**config.mk**
```make
export PLATFORM = sky130hd
export DESIGN_NAME = floating_to_fixed_conversion_flat
export DESIGN_NICKNAME = d
export VERILOG_FILES = /design/src/rtl/floating_to_fixed_conversion_if.sv /design/src/rtl/floating_to_fixed_conversion.sv /design/src/flat_wrapper.sv
export SDC_FILE = /design/constraint.sdc
export NUM_CORES = 1
export LEC_CHECK = 0
export ABC_AREA = 1
export CELL_PAD_IN_SITES_DETAIL_PLACEMENT = 0
export CELL_PAD_IN_SITES_GLOBAL_PLACEMENT = 2
export CORE_MARGIN = 2
export CORE_UTILIZATION = 30
export CTS_BUF_LIST = sky130_fd_sc_hd__clkbuf_16
export CTS_CLUSTER_DIAMETER = 150
export DETAILED_ROUTE_END_ITERATION = 10
export PLACE_DENSITY_LB_ADDON = 0.25
export SLEW_MARGIN = 20
export SYNTH_ARGS = -nofsm -noshare
export SYNTH_HDL_FRONTEND = slang
export SYNTH_SLANG_ARGS = --single-unit
```
**constraint.sdc**
```tcl
create_clock -name clk -period 2.9 [get_ports clk]
set_input_delay 0.58 -clock clk [delete_from_list [all_inputs] [get_ports clk]]
set_output_delay 0.58 -clock clk [all_outputs]
set_load 0.005 [all_outputs]
```
**src/rtl/floating_to_fixed_conversion_if.sv**
```systemverilog
// Handshake and data bundle between a caller and the float-to-Q10.22 converter.
interface floating_to_fixed_conversion_if #(
   parameter int DATA_WIDTH = 32
);
   logic                  start_floating_to_fixed_conversion;
   logic [DATA_WIDTH-1:0] floating_point_input;
   logic [DATA_WIDTH-1:0] fixed_point_output_reg;
   logic                  fixed_point_number_ready;
   logic                  busy;
   logic                  range_error;

   modport master (
      output start_floating_to_fixed_conversion,
      output floating_point_input,
      input  fixed_point_output_reg,
      input  fixed_point_number_ready,
      input  busy,
      input  range_error
   );

   modport slave (
      input  start_floating_to_fixed_conversion,
      input  floating_point_input,
      output fixed_point_output_reg,
      output fixed_point_number_ready,
      output busy,
      output range_error
   );
endinterface

```
**src/rtl/floating_to_fixed_conversion.sv**
```systemverilog
// Multi-cycle IEEE-754 single to unsigned Q10.22 converter (start/ready handshake).
// Define FLOAT_TO_FIXED_SATURATE_EN to saturate overflow/Inf/NaN to all-ones.
module floating_to_fixed_conversion #(
   parameter int DATA_WIDTH = 32,
   parameter int M          = 23,
   parameter int E          = 8,
   parameter int bias       = 127,
   parameter int INTEGER    = 10,
   parameter int FRACTION   = 22
) (
   input logic                           clk,
   input logic                           reset,
   floating_to_fixed_conversion_if.slave bus
);
   typedef enum logic [1:0] {
      IDLE         = 2'b00,
      DECODE       = 2'b01,
      SHIFT        = 2'b11,
      OUTPUT_READY = 2'b10
   } state_t;

   // 1.m x 2^(e-bias) as Q10.22 equals m24 x 2^(e - (bias + M - FRACTION)).
   localparam logic signed [E:0]   K_OFS     = (E+1)'(bias + M - FRACTION);
   localparam logic [E-1:0]        OVF_EXP   = E'(bias + INTEGER);
   localparam logic [E:0]          SHL_LIM   = (E+1)'(DATA_WIDTH);
   localparam logic [E:0]          SHR_LIM   = (E+1)'(M + 1);
   localparam logic [DATA_WIDTH-1:0] FIXED_MAX = '1;

   state_t                  state_q, state_d;
   logic [DATA_WIDTH-1:0]   in_q, in_d;
   logic [M:0]              m24_q, m24_d;
   logic signed [E:0]       k_q, k_d;
   logic                    zero_q, zero_d;
   logic                    neg_q, neg_d;
   logic                    inf_nan_q, inf_nan_d;
   logic                    ovf_q, ovf_d;
   logic [DATA_WIDTH-1:0]   out_q, out_d;
   logic                    range_error_q, range_error_d;

   logic [E-1:0]            exp_field;
   logic [M-1:0]            man_field;
   logic [DATA_WIDTH-1:0]   scaled;

   function automatic logic [DATA_WIDTH-1:0] scale_mantissa(input logic [M:0] m24,
                                                            input logic signed [E:0] k);
      logic [2*DATA_WIDTH-1:0] wide;
      logic [E:0]              amt;
      logic [M:0]              narrow;
      scale_mantissa = '0;
      wide   = {{(2*DATA_WIDTH-M-1){1'b0}}, m24};
      narrow = '0;
      if (!k[E]) begin
         amt = $unsigned(k);
         if (amt < SHL_LIM) begin
            wide = wide << amt;
            scale_mantissa = wide[DATA_WIDTH-1:0];
         end
      end else begin
         amt = $unsigned(-k);
         if (amt < SHR_LIM) begin
            narrow = m24 >> amt;
            scale_mantissa = {{(DATA_WIDTH-M-1){1'b0}}, narrow};
         end
      end
   endfunction

   assign exp_field = in_q[DATA_WIDTH-2 -: E];
   assign man_field = in_q[M-1:0];
   assign scaled    = scale_mantissa(m24_q, k_q);

   always_comb begin
      state_d       = state_q;
      in_d          = in_q;
      m24_d         = m24_q;
      k_d           = k_q;
      zero_d        = zero_q;
      neg_d         = neg_q;
      inf_nan_d     = inf_nan_q;
      ovf_d         = ovf_q;
      out_d         = out_q;
      range_error_d = range_error_q;
      case (state_q)
         IDLE: begin
            if (bus.start_floating_to_fixed_conversion) begin
               in_d    = bus.floating_point_input;
               state_d = DECODE;
            end
         end
         DECODE: begin
            m24_d     = {1'b1, man_field};
            k_d       = $signed({1'b0, exp_field}) - K_OFS;
            zero_d    = (exp_field == '0);
            neg_d     = in_q[DATA_WIDTH-1];
            inf_nan_d = (exp_field == '1);
            ovf_d     = (exp_field >= OVF_EXP);
            state_d   = SHIFT;
         end
         SHIFT: begin
            // Zero/denormal beats sign so that -0.0 is not flagged.
            if (zero_q) begin
               out_d         = '0;
               range_error_d = 1'b0;
            end else if (neg_q) begin
               out_d         = '0;
               range_error_d = 1'b1;
            end else if (inf_nan_q || ovf_q) begin
               range_error_d = 1'b1;
`ifdef FLOAT_TO_FIXED_SATURATE_EN
               out_d         = FIXED_MAX;
`else
               out_d         = inf_nan_q ? '0 : scaled;
`endif
            end else begin
               out_d         = scaled;
               range_error_d = 1'b0;
            end
            state_d = OUTPUT_READY;
         end
         OUTPUT_READY: state_d = IDLE;
         default:      state_d = IDLE;
      endcase
   end

   always_ff @(posedge clk) begin
      if (reset) begin
         state_q       <= IDLE;
         in_q          <= '0;
         m24_q         <= '0;
         k_q           <= '0;
         zero_q        <= 1'b0;
         neg_q         <= 1'b0;
         inf_nan_q     <= 1'b0;
         ovf_q         <= 1'b0;
         out_q         <= '0;
         range_error_q <= 1'b0;
      end else begin
         state_q       <= state_d;
         in_q          <= in_d;
         m24_q         <= m24_d;
         k_q           <= k_d;
         zero_q        <= zero_d;
         neg_q         <= neg_d;
         inf_nan_q     <= inf_nan_d;
         ovf_q         <= ovf_d;
         out_q         <= out_d;
         range_error_q <= range_error_d;
      end
   end

   assign bus.fixed_point_output_reg   = out_q;
   assign bus.fixed_point_number_ready = (state_q == OUTPUT_READY);
   assign bus.busy                     = (state_q != IDLE);
   assign bus.range_error              = range_error_q;
endmodule

```
**src/flat_wrapper.sv**
```systemverilog
// flat-port wrapper written by rule: the top's interface ports become plain ports
module floating_to_fixed_conversion_flat 
#(
   parameter int DATA_WIDTH = 32,
   parameter int M          = 23,
   parameter int E          = 8,
   parameter int bias       = 127,
   parameter int INTEGER    = 10,
   parameter int FRACTION   = 22
)
  (clk, reset, bus_start_floating_to_fixed_conversion, bus_floating_point_input, bus_fixed_point_output_reg, bus_fixed_point_number_ready, bus_busy, bus_range_error);
  floating_to_fixed_conversion_if #(.DATA_WIDTH(DATA_WIDTH)) bus_i ();
  input logic clk;
  input logic reset;
  input wire logic [$bits(bus_i.start_floating_to_fixed_conversion)-1:0] bus_start_floating_to_fixed_conversion;
  input wire logic [$bits(bus_i.floating_point_input)-1:0] bus_floating_point_input;
  output wire logic [$bits(bus_i.fixed_point_output_reg)-1:0] bus_fixed_point_output_reg;
  output wire logic [$bits(bus_i.fixed_point_number_ready)-1:0] bus_fixed_point_number_ready;
  output wire logic [$bits(bus_i.busy)-1:0] bus_busy;
  output wire logic [$bits(bus_i.range_error)-1:0] bus_range_error;
  assign bus_i.start_floating_to_fixed_conversion = bus_start_floating_to_fixed_conversion;
  assign bus_i.floating_point_input = bus_floating_point_input;
  assign bus_fixed_point_output_reg = bus_i.fixed_point_output_reg;
  assign bus_fixed_point_number_ready = bus_i.fixed_point_number_ready;
  assign bus_busy = bus_i.busy;
  assign bus_range_error = bus_i.range_error;
  floating_to_fixed_conversion #(.DATA_WIDTH(DATA_WIDTH), .M(M), .E(E), .bias(bias), .INTEGER(INTEGER), .FRACTION(FRACTION)) u_core (.clk(clk), .reset(reset), .bus(bus_i));
endmodule
```
==> results.toml <==
[outcome]
outcome = "complete, no violations"

[job]
cap_violations = 0

[power_and_ir_drop]
powerDensity_nw_per_um2 = 546.9
seqPwrFrac_pct = 36.0
p_clk_share_pct = 33.7
p_leak_nw = 3.018
netSwitchingPower_mw = 1.545
ir_worst_vdd_v = 0.0002849
p_comb_share_pct = 30.2
p_int_mw = 2.739
switching_share_pct = 36.06

[sta]
slew-limit-headroom_pct = 57.76
rsz0062_at_grt = "false"
skew_ns = 0.008402
fmax_mhz = 390.6
hold_viol_final = 0
period_needed_ns = 2.560
worstMarginPinSlew_ns = 0.6336
finalSetupTns_ns = 0
finalSetupViolations = 0
slew_violations = 0
finalCritPeriodShare_pct = 88.27

[min_path]
hp-class = "register to register"
holdPathStages = 2
hold_end = "u_core.bus.fixed_point_output_reg[7]$_SDFFE_PP0P_"
hp-start = "u_core.bus.fixed_point_output_reg[7]$_SDFFE_PP0P_"

[placement]
globalplace.congestion = 0.9353
placed_area_um2 = 7482
post-dp-hpwl_um = 17630
port_buffers = 69

[worst_setup_path]
r2r_setup_slack_ns = 0.34
crit_family = "compound AO/OA/AOI/OAI gates"
critPathMaxFanout = 21
arrival_ns = 2.85
path_class = "register to register"
crit_buf_inv = 3
worstReg2RegStart = "u_core.k_q[0]$_SDFFE_PP0P_"
max_stage_delay_ns = 0.42
r2r_end = "u_core.bus.fixed_point_output_reg[13]$_SDFFE_PP0P_"
cp-end-kind = "register"
required_ns = 3.19
crit_path_start_kind = "register"
r2r_cells = 13
cpMaxStageDelayCell = "o21ai_0"
timing.critical_path.mode_cell = "nand2_1"
path_cells = "inv_2 > buf_4 > buf_4 > nand2_1 > o21ai_1 > nand3_1 > o21ai_0 > nand2_1 > nand2_1 > nand2_1 > o21ai_1 > nand2_1 > a21oi_1"

[detailed_routing]
via_per_inst = 5.167
first_pass_iters = 5
totalWireLength_um = 23180
drc = 0
wl_per_cell_um = 16.71
drtIter0Drc = 412
vias = 7166
postRouteAntennaNets = 0

[clocking]
htree_levels = 3
clock_latency_ns = 0.36
clkSlewWorstSetupHoldPaths_ns = 0.07
cts_hold_buf = 0
cts_root_buffer = "clkbuf_16"
cts_tree = "done"
post_cts_buffers = 0
numCtsBuffers = 9
cts.path.max_buffers = 2
cts.sinks = 103

[logic_synthesis]
synthTopCellsByArea = "dfxtp_1 (32%), nand2_1 (21%), nand3_1 (8.3%), a21oi_1 (7.2%), o21ai_0 (5.5%)"
synth-seq-area-share_pct = 31.73
synth.most_common_cell = "nand2_1"
netlist.area_leader.share_pct = 31.73
synth_cell_type_count = 41
syn_inst = 1065
syn_nets = 1101
ys_warn_count = 0
synth_edf_count = 0
ys_ff_latch = 103
synth_area_um2 = 6499
yosysTopAreaCell = "dfxtp_1"
yosys_most_used_dff = "dfxtp_1"
avgSynthCellArea_um2 = 6.102
async_flop_share_pct = 0
ys_top_cells_by_count = "nand2_1 (365), nand3_1 (108), dfxtp_1 (103)"

[floorplanning]
ioPinCount = 70
die_w_um = 151.2
core_area_um2 = 21150
fp-row-count = 53
die_h_um = 151.2
initial_core_util_pct = 30.72
die-area_um2 = 22860

[global_routing]
grt_pass1_vias = 6733
grt_usage_pct = 21.05
grt_pass1_wl_um = 36980
antenna_found_initial = 0
grt-ovfl-total = 0
grt_max_degree = 57

[cells_and_area]
area_growth_pct = 20.56
antenna_cells = 0
seqCellArea_um2 = 2062
multi_input_area_um2 = 3901
final_nets = 1143
fillers = 2392
finish.instance_area_um2 = 7835
layout-drive-gt1-share_pct = 7.014
-- tightest hold or removal path: cells and delay by family, from the launching register on --
kind               cells  cell delay [ns]
DFF                    1             0.31
and+or+nand+nor        1             0.06
AOI/OAI and AO/OA      1             0.05
-- stage by stage --
step                      std cells  worst slack [ns]  util, %  hold WS, ns  total power, mW
final                          1387            0.3401    37.04       0.4640            4.285
after global routing           1387           0.08880    37.04       0.4807            4.530
after CTS                      1387            0.2045    37.03       0.4653            4.326
after detailed placement       1371            0.2407    35.37       0.4545            2.863
after global placement         1371            0.1563    35.37       0.4496            2.885
after floorplan                1065            0.4103        -       0.4410            2.431
-- layer usage --
| metal | vias up | GRT usage, % | wire (µm) |
|---|---|---|---|
| met5 | - | 0 | 0 |
| met4 | 0 | 6.729 | 649 |
| met3 | 35 | 3.253 | 1045 |
| met2 | 190 | 33.91 | 10580 |
| met1 | 3275 | 28.81 | 10900 |
| li1 | 3666 | - | - |
-- how the worst max path moves through the flow --
| stage | startpoint | endpoint | cells after the start |
|---|---|---|---|
| global placement | u_core.k_q[7]$_SDFFE_PP0P_ | u_core.bus.fixed_point_output_reg[18]$_SDFFE_PP0P_ | 11 |
| floorplan | u_core.k_q[0]$_SDFFE_PP0P_ | u_core.bus.fixed_point_output_reg[6]$_SDFFE_PP0P_ | 16 |
| finish | u_core.k_q[0]$_SDFFE_PP0P_ | u_core.bus.fixed_point_output_reg[13]$_SDFFE_PP0P_ | 13 |
| CTS | u_core.k_q[7]$_SDFFE_PP0P_ | u_core.bus.fixed_point_output_reg[22]$_SDFFE_PP0P_ | 12 |
| detailed placement | u_core.k_q[7]$_SDFFE_PP0P_ | u_core.bus.fixed_point_output_reg[22]$_SDFFE_PP0P_ | 12 |
| global route | u_core.k_q[0]$_SDFFE_PP0P_ | u_core.bus.fixed_point_output_reg[5]$_SDFFE_PP0P_ | 19 |
-- area by class of cell --
class | instances | area share, %
inverters | 56 | 2.731
clock buffers | 9 | 2.874
clock inverters | 7 | 1.597
well taps | 275 | 4.392
repair buffers | 104 | 12.30
multi-input cells | 833 | 49.79
flip-flops and latches | 103 | 26.32
-- power groups by stage --
stage               clock network (mW)  registers (mW)  logic (mW)
floorplan                            0            1.55       0.885
global placement                     0            1.58        1.31
detailed placement                   0            1.58        1.29
CTS                               1.49            1.54        1.29
global route                      1.54            1.55        1.44
finish                            1.45            1.54        1.30
-- cell usage in the layout (no fill, tap or decap), types with 4 or more instances in the layout --
| cell | netlist | routed |
|---|---|---|
| nand2_1 | 365 | 364 |
| a21oi_1 | 93 | 93 |
| buf_4 | 1 | 35 |
| a211oi_1 | 24 | 24 |
| clkbuf_16 | 0 | 9 |
| o221ai_1 | 4 | 4 |
| nand3_1 | 108 | 108 |
| nand4_1 | 31 | 31 |
| o21ai_1 | 16 | 17 |
| nor2_1 | 72 | 71 |
| clkdlybuf4s50_1 | 0 | 68 |
| o211ai_1 | 8 | 8 |
| inv_2 | 5 | 6 |
| o22ai_1 | 4 | 4 |
| dfxtp_1 | 103 | 103 |
| a22oi_1 | 5 | 5 |
| inv_1 | 47 | 46 |
| o21ai_0 | 72 | 71 |
-- cell families after synthesis --
group / share of synthesized area, %
DFF: 31.73
muxes: 0.3081
AOI/OAI and AO/OA: 20.12
xor gates and xnor gates: 0.2696
adders and majority gates: 0.1925
buffers and inverters: 8.452
and+or+nand+nor: 38.93
-- what timing repair did --
action | in CTS | in global routing
endpoints found under the hold margin | 0 | 0
endpoints found under the setup margin | 0 | 4
gates resized for setup | 0 | 2
Power figures use the tool's default switching activity.
